## config.mk

```make
export PLATFORM = sky130hd
export DESIGN_NAME = mem_bus_arbiter
export DESIGN_NICKNAME = d
export VERILOG_FILES = /design/src/rtl/mem_bus_arbiter.sv
export SDC_FILE = /design/constraint.sdc
export NUM_CORES = 1
export LEC_CHECK = 0
export ABC_AREA = 0
export BUFFER_PORTS_ARGS = -buffer_cell sky130_fd_sc_hd__buf_2
export CAP_MARGIN = 10
export CORE_MARGIN = 2
export CORE_UTILIZATION = 35
export DETAILED_ROUTE_END_ITERATION = 10
export GPL_ROUTABILITY_DRIVEN = 0
export PLACE_DENSITY = 0.65
export SLEW_MARGIN = 20
export SYNTH_ARGS = -nofsm -noshare
export SYNTH_HDL_FRONTEND = slang
export SYNTH_SLANG_ARGS = --single-unit
```

## constraint.sdc

```tcl
create_clock -name clk -period 2.2 [get_ports clk]
set_clock_uncertainty 0.1 [all_clocks]
set_input_delay 0.44 -clock clk [delete_from_list [all_inputs] [get_ports clk]]
set_output_delay 0.44 -clock clk [all_outputs]
set_load 0.05 [all_outputs]
```

## src/rtl/mem_bus_arbiter.sv

```systemverilog
// Round-robin arbiter sharing the data-memory bus between the CPU MEM
// stage (m0) and the debug/loader port (m1), one transaction in flight.
//
// Ports:
//   clk, rst            clock, synchronous active-high reset
//   mX_req/we/addr/wdata  master request bundle (held until mX_ack)
//   mX_ack/err/rdata      one-cycle completion, unmapped flag, read data
//   bus_we/addr/wdata     to the RAM/IO address decoder
//   bus_rdata             from the decoder read mux
//   busy                  high whenever a transaction is in progress
module mem_bus_arbiter #(
  parameter int unsigned IO_WAIT  = 2,
  parameter int unsigned RAM_WAIT = 0
) (
  input  logic        clk,
  input  logic        rst,
  input  logic        m0_req,
  input  logic        m0_we,
  input  logic [31:0] m0_addr,
  input  logic [31:0] m0_wdata,
  output logic        m0_ack,
  output logic        m0_err,
  output logic [31:0] m0_rdata,
  input  logic        m1_req,
  input  logic        m1_we,
  input  logic [31:0] m1_addr,
  input  logic [31:0] m1_wdata,
  output logic        m1_ack,
  output logic        m1_err,
  output logic [31:0] m1_rdata,
  output logic        bus_we,
  output logic [31:0] bus_addr,
  output logic [31:0] bus_wdata,
  input  logic [31:0] bus_rdata,
  output logic        busy
);

  typedef enum logic [1:0] {
    IDLE,
    ACCESS,
    ACK
  } state_t;

  state_t      state_q;
  state_t      state_d;
  logic        sel_q;
  logic        we_q;
  logic        err_q;
  logic        last_q;
  logic [3:0]  cnt_q;
  logic [31:0] addr_q;
  logic [31:0] wdata_q;
  logic [31:0] rdata_q;

  logic        any_req;
  logic        gnt_sel;
  logic        gnt_we;
  logic [31:0] gnt_addr;
  logic [31:0] gnt_wdata;
  logic        is_ram;
  logic        is_io;
  logic [3:0]  gnt_cnt;

  assign any_req = m0_req | m1_req;

  // On a tie the master that did not win last time gets the bus.
  assign gnt_sel = (m0_req & m1_req) ? ~last_q : m1_req;

  assign gnt_we    = gnt_sel ? m1_we    : m0_we;
  assign gnt_addr  = gnt_sel ? m1_addr  : m0_addr;
  assign gnt_wdata = gnt_sel ? m1_wdata : m0_wdata;

  assign is_ram = (gnt_addr <= 32'h0000_00FF);
  assign is_io  = (gnt_addr >= 32'h0000_0100) &&
                  (gnt_addr <= 32'h0000_01FF);

  assign gnt_cnt = is_io  ? 4'(IO_WAIT)  :
                   is_ram ? 4'(RAM_WAIT) : 4'd0;

  always_comb begin
    state_d = state_q;
    bus_we  = 1'b0;
    m0_ack  = 1'b0;
    m1_ack  = 1'b0;
    m0_err  = 1'b0;
    m1_err  = 1'b0;
    unique case (state_q)
      IDLE: begin
        if (any_req) state_d = ACCESS;
      end
      ACCESS: begin
        if (cnt_q == 4'd0) begin
          bus_we  = we_q & ~err_q;
          state_d = ACK;
        end
      end
      ACK: begin
        m0_ack  = ~sel_q;
        m1_ack  = sel_q;
        m0_err  = ~sel_q & err_q;
        m1_err  = sel_q & err_q;
        state_d = IDLE;
      end
      default: state_d = IDLE;
    endcase
  end

  always_ff @(posedge clk) begin
    if (rst) begin
      state_q <= IDLE;
      sel_q   <= 1'b0;
      we_q    <= 1'b0;
      err_q   <= 1'b0;
      last_q  <= 1'b1;
      cnt_q   <= 4'd0;
      addr_q  <= 32'd0;
      wdata_q <= 32'd0;
      rdata_q <= 32'd0;
    end else begin
      state_q <= state_d;
      if (state_q == IDLE && any_req) begin
        sel_q   <= gnt_sel;
        we_q    <= gnt_we;
        addr_q  <= gnt_addr;
        wdata_q <= gnt_wdata;
        cnt_q   <= gnt_cnt;
        err_q   <= ~(is_ram | is_io);
        last_q  <= gnt_sel;
      end
      if (state_q == ACCESS) begin
        if (cnt_q != 4'd0) begin
          cnt_q <= cnt_q - 4'd1;
        end else begin
          rdata_q <= err_q ? 32'd0 : bus_rdata;
        end
      end
    end
  end

  assign bus_addr  = addr_q;
  assign bus_wdata = wdata_q;
  assign m0_rdata  = rdata_q;
  assign m1_rdata  = rdata_q;
  assign busy      = (state_q != IDLE);

endmodule
```

Yosys cells after proc, flatten, opt, wreduce, memory -nomap -nowiden
Index checks and enable logic that the tools add are counted. Widths: inputs -> output; s select.

Register bits after elaboration: 106. Latch bits: 0. Memory bits (writable): 0. Memory bits (read-only): 0. Output and inout bits: 134. Word-level logic and storage cells: 54. Memories: 0.

$add $sub $neg: 1. Multipliers: 0. Divide/modulo/power cells: 0. Magnitude comparators: 3. Eq/ne operators: 4. Shift operators: 0. Multiplexer cells: 18. Bitwise logic cells: 11. Reduce and logical (&&, ||, !) cells: 8.

Operator list (count): $mux 32 (3); $ge 32x9->1 const B (1); $le 32x8->1 const B (1); $le 32x9->1 const B (1); $mux 4 (3); $mux 1 (8); $mux 2 (3); $not 1->1 (5); $and 1x1->1 (4); $logic_not 4->1 (1); $ne 2x2->1 const B (2); $pmux 2 s2 (1); $reduce_and 2->1 (2); $reduce_bool 4->1 (1); $sub 4x1->4 const B (1); $eq 2x1->1 const B (1); $eq 2x2->1 const B (1); $logic_and 1x1->1 (2); $logic_not 2->1 (1); $or 1x1->1 (2); $reduce_bool 2->1 (1).

Logic depth before layout (Yosys ltp)
Gate-level depths: netlist of the first run.

Depth in word-level cells: 9. Depth in mapped cells: 8.

Least setup slack after synthesis of the first run
Ideal clock, no wire load.

Kind: register -> output. Start: reg cnt_q[0]. End: out bus_we. Arrival time: 2121 ps. Data required time: 1660 ps. Setup slack: -461 ps. Cell stages (with the launch flop): 6. Cells stage by stage: dfxtp_1 -> inv_1 -> ha_1 -> nand2b_1 -> or3_4 -> nor3b_1.

Word-level cells in the longest chain between the ends: 3.

RTL lines: from (decl) (line 50) `logic [3:0] cnt_q;`; from (signal assigned) (line 126) `cnt_q <= gnt_cnt;`; from (signal assigned) (line 132) `cnt_q <= cnt_q - 4'd1;`; $logic_not 4->1 (line 92) `if (cnt_q == 4'd0) begin`; $mux 1 (line 92); $mux 1 (line 87) `unique case (state_q)`; to (decl) (line 31) `output logic bus_we,`.

No other way between the ends.

Worst setup path after layout of the first run
Same ends and word-level chain as after synthesis.

==> results of run 1 <==
Yosys cell counts, types with 2 or more instances:
master	n	area [um^2]
nand2_1	132	495.5
dfxtp_1	106	2122
nor2_1	79	296.5
a311oi_1	63	551.8
buf_4	34	255.2
a22o_1	32	280.3
buf_2	23	115.1
clkbuf_1	12	45.04
nor4_1	10	62.56
a21oi_1	5	25.02
buf_1	4	15.01
buf_6	4	45.04
inv_1	4	15.01
nand4_1	4	25.02
nor3_1	3	15.01
o21a_1	3	22.52
and2_1	2	12.51
mux2_2	2	22.52
nor2b_1	2	12.51
nor3b_1	2	15.01
o21ai_0	2	10.01
worst max-delay path: stages (launching register included):
cell and delay (ns):
dfxtp_2 0.33, inv_2 0.07, ha_4 0.15, nand2b_4 0.05, or3_4 0.35, nor3b_4 0.20, buf_6 0.18
cells by family (layout without fill, tap and decap cells):
kind of cell,after synthesis,after routing
AND/OR/NAND/NOR,243,243
adder cells (fa/ha/maj),1,1
buffers and inverters,81,334
flip-flops,106,106
AO/OA/AOI/OAI,112,112
multiplexers,2,2
through the flow:
| step | setup WS (ns) | setup TNS (ns) | instance area [um^2] | cells | hold slack, ns |
|---|---|---|---|---|---|
| after floorplan | 0.02665 | 0 | 4614 | 545 | 0.3563 |
| after CTS | -0.05121 | -0.05121 | 6290 | 969 | 0.1901 |
| final | -0.009450 | -0.009450 | 6311 | 970 | 0.2118 |
| after global routing | -0.08366 | -0.08366 | 6311 | 970 | 0.1946 |
| after global placement | 0.2032 | 0 | 5986 | 953 | 0.3759 |
| after detailed placement | 0.1722 | 0 | 5986 | 953 | 0.3834 |
final timing paths:
check / depth (start not counted) / slack [ns] / from / endpoint
setup / recovery: 6 / -0.009 / cnt_q[0]$_SDFF_PP0_ / bus_we
hold / removal: 2 / 0.21 / bus_rdata[24] / m0_rdata[24]$_SDFFE_PP0P_
setup reg to reg: 8 / 0.23 / cnt_q[0]$_SDFF_PP0_ / m0_rdata[20]$_SDFFE_PP0P_
hold reg to reg: 2 / 0.40 / bus_wdata[29]$_SDFFE_PP0P_ / bus_wdata[29]$_SDFFE_PP0P_
routing by layer:
| metal | GRT usage | wire, um | up-vias |
|---|---|---|---|
| li1 | - | - | 2387 |
| met5 | 0 | 0 | - |
| met4 | 0.06994 | 220 | 0 |
| met3 | 0.06226 | 1269 | 16 |
| met2 | 0.3675 | 7576 | 213 |
| met1 | 0.2292 | 6003 | 2251 |
flip-flops by register name (all words and copies together), names as in the netlist:
name       count
bus_addr      32
bus_wdata     32
m0_rdata      32
cnt_q          4
state_q        2
err_q          1
last_q         1
sel_q          1
we_q           1
area by class of cell:
class / count / area share
timing repair buffer: 317 / 0.2615
multi-input combinational: 358 / 0.3241
clock buffer: 13 / 0.04124
sequential: 106 / 0.3366
inverter: 4 / 0.002379
tap: 172 / 0.03410
power groups by stage:
stage | Clock (W) | Sequential, W | Combinational [W]
after floorplan | 0 | 0.00290 | 0.000693
after global placement | 0 | 0.00226 | 0.00176
after detailed placement | 0 | 0.00227 | 0.00177
after CTS | 0.00151 | 0.00223 | 0.00178
after global routing | 0.00159 | 0.00226 | 0.00189
final | 0.00147 | 0.00223 | 0.00177
repair_timing:
action	4_1_cts	5_1_grt
endpoints found under the hold margin	0	0
resized for setup	8	2
setup endpoints to repair	1	1
pin swaps	3	2
buffers inserted	3	1
==> results.toml, run 1 <==
[timing]
setup_slack_ns = -0.009450
finalMaxSlewViolations = 0
relSlewSlack = 0.6876
period_needed_ns = 2.209
fin_crit_sh = 1.004
grt_setup_unrepaired = "true"
setup_viol = 1
worst_pin_slew_ns = 0.4686
finalHoldViolations = 0
timing.fmax_mhz = 452.6

[yosys]
seq_area_frac_synth = 0.4604
syn_area_um2 = 4609
syn_area_per_cell_um2 = 8.458
synth_compound_area_frac = 0.2060
synth-edff-count = 0
synth_fa_ha_area_frac = 0.002714
synth_xor_xnor_area_share = 0
synth-simple-area-share = 0.2196
yosysWarnings = 0
synth_nets = 712
async_flop_share = 0
ys_types = 38
netlist_instances = 545
synth_flop_cell = "dfxtp_1"
synth.ff_latch_count = 106
synth_mux_area_frac = 0.004886
synth_top_family_by_area = "simple AND/OR/NAND/NOR gates"

[global_route]
grt_pass1_vias = 4616
antenna_found_initial = 0
grt_pass1_wl_mm = 23.34
grt_start_max_net_pins = 63
grt_overflow = 0
grt.total_usage = 0.2050

[detailed_routing]
vias = 4867
dr.pass1.iters = 6
drcViolationCount = 0
ant_nets = 0
avgViaCountPerCell = 5.018
wl_per_cell_um = 15.54
drt_iter0_drc = 190
wl_mm = 15.07

[status]
status = "finished with violations"
violations = "negative setup slack"

[cts]
root_buffer = "clkbuf_16"
cts_tree = "done"
cts.clk_slew.worst_paths_ns = 0.06
clock_latency_ns = 0.34
cts_buffer_depth = 2
htree_num_levels = 3
hold_buffers = 0
numCtsBuffers = 9
cts_sinks = 106

[die]
die_h_um = 118.8
die_w_um = 118.8
ios = 300
start_util = 0.3623
die_area_um2 = 14100
fp-row-count = 41
coreArea_um2 = 12720

[hold_path]
hp-class = "in -> reg"

[cells_and_area]
layout_common_cells = "298 x buf_2, 132 x nand2_1, 104 x dfxtp_1"
final_nets = 963
diodes = 0
seq_area_um2 = 2125
area_growth_pct = 36.92
final_common_cell = "buf_2"
multiInputGateArea_um2 = 2046
fin_util = 0.4961
n_fill_cell = 1274
drive_above_1_share = 0.4311

[power_and_ir_drop]
p_int_w = 0.003405
worst_ir_drop_vdd_mv = 0.3158
p_leak_nw = 3.172
p_switching_w = 0.002068
clock_power_share = 0.268
power.share.sequential = 0.408
swShare = 0.3779
power_w = 0.005474
power_density_nw_per_um2 = 867.3
pwr-share-comb = 0.324

[place]
portBuffers = 299
place_hpwl_mm = 11.43

[setup_path]
worstPathMaxFanout = 3
critPathArrivalTime_ns = 1.67
worstPathRequired_ns = 1.66
criticalPathCategory = "reg -> out"
cp-start-kind = "flop"
cp-end-kind = "primary output"

[flow_run]
maxCapViolCount = 0
Power figures use the tool's default switching activity.
==> run 2: changes to the inputs <==
--- a/config.mk
+++ b/config.mk
@@ -12,7 +12,7 @@
 export CORE_UTILIZATION = 35
 export DETAILED_ROUTE_END_ITERATION = 10
 export GPL_ROUTABILITY_DRIVEN = 0
-export PLACE_DENSITY = 0.65
+export PLACE_DENSITY = 0.76
 export SLEW_MARGIN = 20
 export SYNTH_ARGS = -nofsm -noshare
 export SYNTH_HDL_FRONTEND = slang
==> run 2 against run 1 <==
Net effect: the flow still finishes with violations (negative setup slack); critical path depth is the same; cell area grew 0.99%; fmax shrank 0.87%; largest power group unchanged; power grew 3.0%; worst setup slack lost 0.019 ns; count of clock-buffer cells in the layout grew 1; global-route usage shrank 0.44 points; critical endpoint unchanged; sequential share of layout area shrank 0.33 points; via count shrank 0.55%.
==> results.toml, run 2 (same netlist as run 1, synthesis figures left out) <==
[status]
status = "finished with violations"
violations = "negative setup slack"

[cts]
cts_buffer_depth = 2
root_buffer = "clkbuf_16"
hold_buffers = 0
cts_tree = "done"
htree_num_levels = 3
cts.clk_slew.worst_paths_ns = 0.07
numCtsBuffers = 9
cts_sinks = 106
clock_latency_ns = 0.34

[detailed_routing]
avgViaCountPerCell = 4.979
drt_iter0_drc = 219
wl_met2_mm = 7.371
dr.pass1.iters = 6
ant_nets = 0
wl_per_cell_um = 15.33
drcViolationCount = 0
wl_mm = 14.90
top_layer = "met4"
vias = 4840
wl_met3_mm = 1.171
drt-met1-wl_mm = 6.058

[flow_run]
maxCapViolCount = 0

[cells_and_area]
drive_above_1_share = 0.4313
area_growth_pct = 38.27
final_common_cell = "buf_2"
diodes = 0
final_nets = 962
fin_util = 0.5010
final_area_um2 = 6374
layout_common_cells = "298 x buf_2, 132 x nand2_1, 104 x dfxtp_1"

[place]
pre_cts_ws_ns = 0.1653
place_area_um2 = 6008
portBuffers = 299
place_hpwl_mm = 11.47

[global_route]
grt.total_usage = 0.2007
grt_overflow = 0
grt_pass1_wl_mm = 22.65
antenna_found_initial = 0
grt_pass1_vias = 4379
grt_start_max_net_pins = 75

[hold_path]
hold_end = "m0_rdata[18]$_SDFFE_PP0P_"
holdPathStages = 2
min_from = "bus_rdata[18]"
hp-class = "in -> reg"

[setup_path]
r2r-start = "cnt_q[0]$_SDFF_PP0_"
criticalPathCategory = "reg -> out"
worstPathMaxFanout = 3
r2r_slack_ns = 0.24
ff2ff_path_depth = 8
worstPathRequired_ns = 1.66
cp-start-kind = "flop"
cp-end-kind = "primary output"
r2r_end = "m0_rdata[13]$_SDFFE_PP0P_"
critPathArrivalTime_ns = 1.69

[die]
die_w_um = 118.8
start_util = 0.3623
fp-row-count = 41
die_area_um2 = 14100
die_h_um = 118.8
ios = 300
coreArea_um2 = 12720

[power_and_ir_drop]
power.share.sequential = 0.395
pwr-share-comb = 0.315
p_leak_nw = 3.197
swShare = 0.3713
p_switching_w = 0.002094
p_int_w = 0.003546
clock_power_share = 0.290
power_density_nw_per_um2 = 884.9
worst_ir_drop_vdd_mv = 0.3760

[timing]
period_needed_ns = 2.229
fin_crit_sh = 1.013
timing.fmax_mhz = 448.7
finalHoldViolations = 0
setup_slack_ns = -0.02878
worst_pin_slew_ns = 0.5148
relSlewSlack = 0.6536
grt_setup_unrepaired = "true"
finalMaxSlewViolations = 0
setup_viol = 1
-- run 2: cell types whose count changed in the layout (fill, tap and decap cells not counted) --
cell       previous run  this run
bufinv_16             0         1
clkinv_2              0         1
nor3b_2               0         1
clkbuf_1              2         3
buf_4                17        13
buf_12                1         4
nor3b_4               1         0
-- run 2: area by class of cell --
| cell class | instances | area [um^2] |
|---|---|---|
| Clock inverter | 2 | 35.03 |
| Clock buffer | 14 | 264.0 |
| Tap cell | 172 | 215.2 |
| Timing Repair Buffer | 316 | 1680 |
| Sequential cell | 106 | 2125 |
| Multi-Input combinational cell | 358 | 2039 |
| Inverter | 4 | 15.01 |
| Fill cell | 1252 | 6349 |
-- run 2: worst max-delay path by stage --
stage / from / end / depth (start not counted)
6_report: cnt_q[0]$_SDFF_PP0_ / bus_we / 6
5_1_grt: cnt_q[0]$_SDFF_PP0_ / bus_we / 6
4_1_cts: cnt_q[1]$_SDFF_PP0_ / bus_we / 6
3_5_place_dp: cnt_q[0]$_SDFF_PP0_ / bus_we / 6
3_3_place_gp: m1_addr[10] / err_q$_SDFFE_PP0P_ / 5
2_1_floorplan: cnt_q[0]$_SDFF_PP0_ / bus_we / 5
-- run 2: routing by layer --
metal | GRT usage | up-vias
li1 | - | 2394
met1 | 0.2360 | 2204
met2 | 0.3491 | 220
met3 | 0.05357 | 22
met4 | 0.07217 | 0
met5 | 0 | -
-- run 2: what timing repair did --
item | in CTS | in global routing
buffers inserted | 4 | 1
endpoints found under the setup margin | 1 | 1
gates cloned | 0 | 0
pin swaps | 3 | 3
resized for setup | 9 | 0
-- run 2: metrics by stage --
stage | hold slack (ns) | power, W | cells | TNS, ns
after global placement | 0.3764 | 0.004038 | 951 | 0
after floorplan | 0.3563 | 0.003589 | 545 | 0
final | 0.2049 | 0.005640 | 972 | -0.02878
after detailed placement | 0.3800 | 0.004051 | 951 | 0
after CTS | 0.1885 | 0.005689 | 971 | -0.04716
after global routing | 0.1937 | 0.005894 | 972 | -0.09129
-- run 2: critical path, stage by stage, from the launching register on --
cell	delay [ns]
dfxtp_2	0.32
inv_2	0.07
ha_4	0.16
nand2b_4	0.05
or3_4	0.34
nor3b_2	0.22
buf_6	0.19
-- run 2: power by group through the flow --
stage	clock (W)	sequential [W]	combinational, W
2_1_floorplan	0	0.00290	0.000693
3_3_place_gp	0	0.00227	0.00177
3_5_place_dp	0	0.00227	0.00178
4_1_cts	0.00167	0.00223	0.00179
5_1_grt	0.00175	0.00225	0.00189
6_report	0.00163	0.00223	0.00178
==> run 3: changes to the inputs <==
--- a/config.mk
+++ b/config.mk
@@ -13,6 +13,7 @@
 export DETAILED_ROUTE_END_ITERATION = 10
 export GPL_ROUTABILITY_DRIVEN = 0
 export PLACE_DENSITY = 0.76
+export SKIP_CTS_REPAIR_TIMING = 1
 export SLEW_MARGIN = 20
 export SYNTH_ARGS = -nofsm -noshare
 export SYNTH_HDL_FRONTEND = slang
==> run 3 against run 2 <==
Net effect: the flow still finishes with violations (negative setup slack); clock power hardly changed; die area stayed put; fmax decreased by 1.5%; critical path depth unchanged; register-to-register slack got worse by 0.06 ns; global-route usage is 0.12 points lower; cell area barely moved; sequential cell count unchanged; largest power group unchanged.
==> results.toml, run 3 (same netlist as run 1, synthesis figures left out) <==
[cts]
clock_latency_ns = 0.34
htree_num_levels = 3
cts_sinks = 106
cts_buffer_depth = 2
root_buffer = "clkbuf_16"
cts.clk_slew.worst_paths_ns = 0.07
numCtsBuffers = 9
cts_tree = "done"

[global_route]
grt_pass1_wl_mm = 22.48
grt_start_max_net_pins = 75
grt.total_usage = 0.1995
grt_pass1_vias = 4354
grt_overflow = 0
antenna_found_initial = 0

[setup_path]
r2r_end = "m0_rdata[13]$_SDFFE_PP0P_"
r2r_slack_ns = 0.18
cp-end-kind = "primary output"
ff2ff_path_depth = 8
criticalPathCategory = "reg -> out"
worstPathRequired_ns = 1.66
cp-start-kind = "flop"
startpoint = "cnt_q[1]$_SDFF_PP0_"
r2r-start = "cnt_q[1]$_SDFF_PP0_"
worstPathMaxFanout = 4
critPathArrivalTime_ns = 1.72

[power_and_ir_drop]
worst_ir_drop_vdd_mv = 0.3760
power_w = 0.005650
power_density_nw_per_um2 = 886.7
p_leak_nw = 3.198

[detailed_routing]
avgViaCountPerCell = 5.013
wl_mm = 14.92
drt_iter0_drc = 228
drcViolationCount = 0
dr.pass1.iters = 5
wl_per_cell_um = 15.36
vias = 4868
ant_nets = 0

[timing]
finalMaxSlewViolations = 0
tns_ns = -0.06343
fin_crit_sh = 1.029
setup_slack_ns = -0.06343
relSlewSlack = 0.6286
setup_viol = 1
timing.fmax_mhz = 441.8
grt_setup_unrepaired = "true"
period_needed_ns = 2.263
finalHoldViolations = 0
worst_pin_slew_ns = 0.5520

[hold_path]
holdPathStages = 2
min_from = "bus_rdata[15]"
hp-class = "in -> reg"
hold_end = "m0_rdata[15]$_SDFFE_PP0P_"

[place]
portBuffers = 299
place_area_um2 = 6008
place_hpwl_mm = 11.47
dp.cells = 951

[die]
start_util = 0.3623
die_area_um2 = 14100
ios = 300
die_h_um = 118.8
fp-row-count = 41
coreArea_um2 = 12720
die_w_um = 118.8

[cells_and_area]
diodes = 0
area_growth_pct = 38.25
layout_common_cells = "298 x buf_2, 132 x nand2_1, 104 x dfxtp_1"
fin_cells = 971
final_nets = 961
final_area_um2 = 6372
drive_above_1_share = 0.4305
final_common_cell = "buf_2"

[status]
status = "finished with violations"
violations = "negative setup slack"

[flow_run]
maxCapViolCount = 0
[run 3: cell count changes in the layout (fill, tap and decap cells not counted)]
cell | before | now
buf_4 | 13 | 12
nor3b_2 | 1 | 0
nor3b_4 | 0 | 1
[run 3: area by class of cell]
class	instances	area [um^2]
fillers	1248	6350
flip-flops and latches	106	2125
multi-input cells	358	2046
repair buffers	315	1673
clock buffers	14	264.0
well taps	172	215.2
clock inverters	2	35.03
inverters	4	15.01
[run 3: worst max-delay path, cell delays in order, from the launching register on]
cell and delay (ns):
dfxtp_2 0.34, inv_2 0.07, ha_4 0.15, nand2b_4 0.05, or3_4 0.39, nor3b_4 0.19, buf_6 0.18
[run 3: metal layers]
metal | GRT usage | routed length (um) | vias to the layer above
li1 | - | - | 2392
met1 | 0.2339 | 6015 | 2208
met2 | 0.3473 | 7357 | 242
met3 | 0.05357 | 1234 | 26
met4 | 0.07217 | 311 | 0
met5 | 0 | 0 | -
[run 3: worst max-delay path by stage]
stage,to,cells after the start
2_1_floorplan,bus_we,5
3_3_place_gp,err_q$_SDFFE_PP0P_,5
3_5_place_dp,bus_we,6
4_1_cts,bus_we,6
5_1_grt,bus_we,6
6_report,bus_we,6
[run 3: per-stage QoR]
stage          hold slack, ns  utilization  setup slack [ns]
6_report               0.2031       0.5009          -0.06343
3_3_place_gp           0.3764       0.4723            0.2099
4_1_cts                0.1885       0.4958           -0.2176
3_5_place_dp           0.3800       0.4723            0.1653
2_1_floorplan          0.3563            -           0.02665
5_1_grt                0.1937       0.5009           -0.1110
[run 3: power by group]
group | switching [W] | internal, W
combinational | 0.00129 | 0.000488
sequential | 0.000115 | 0.00212
clock | 0.000692 | 0.000946
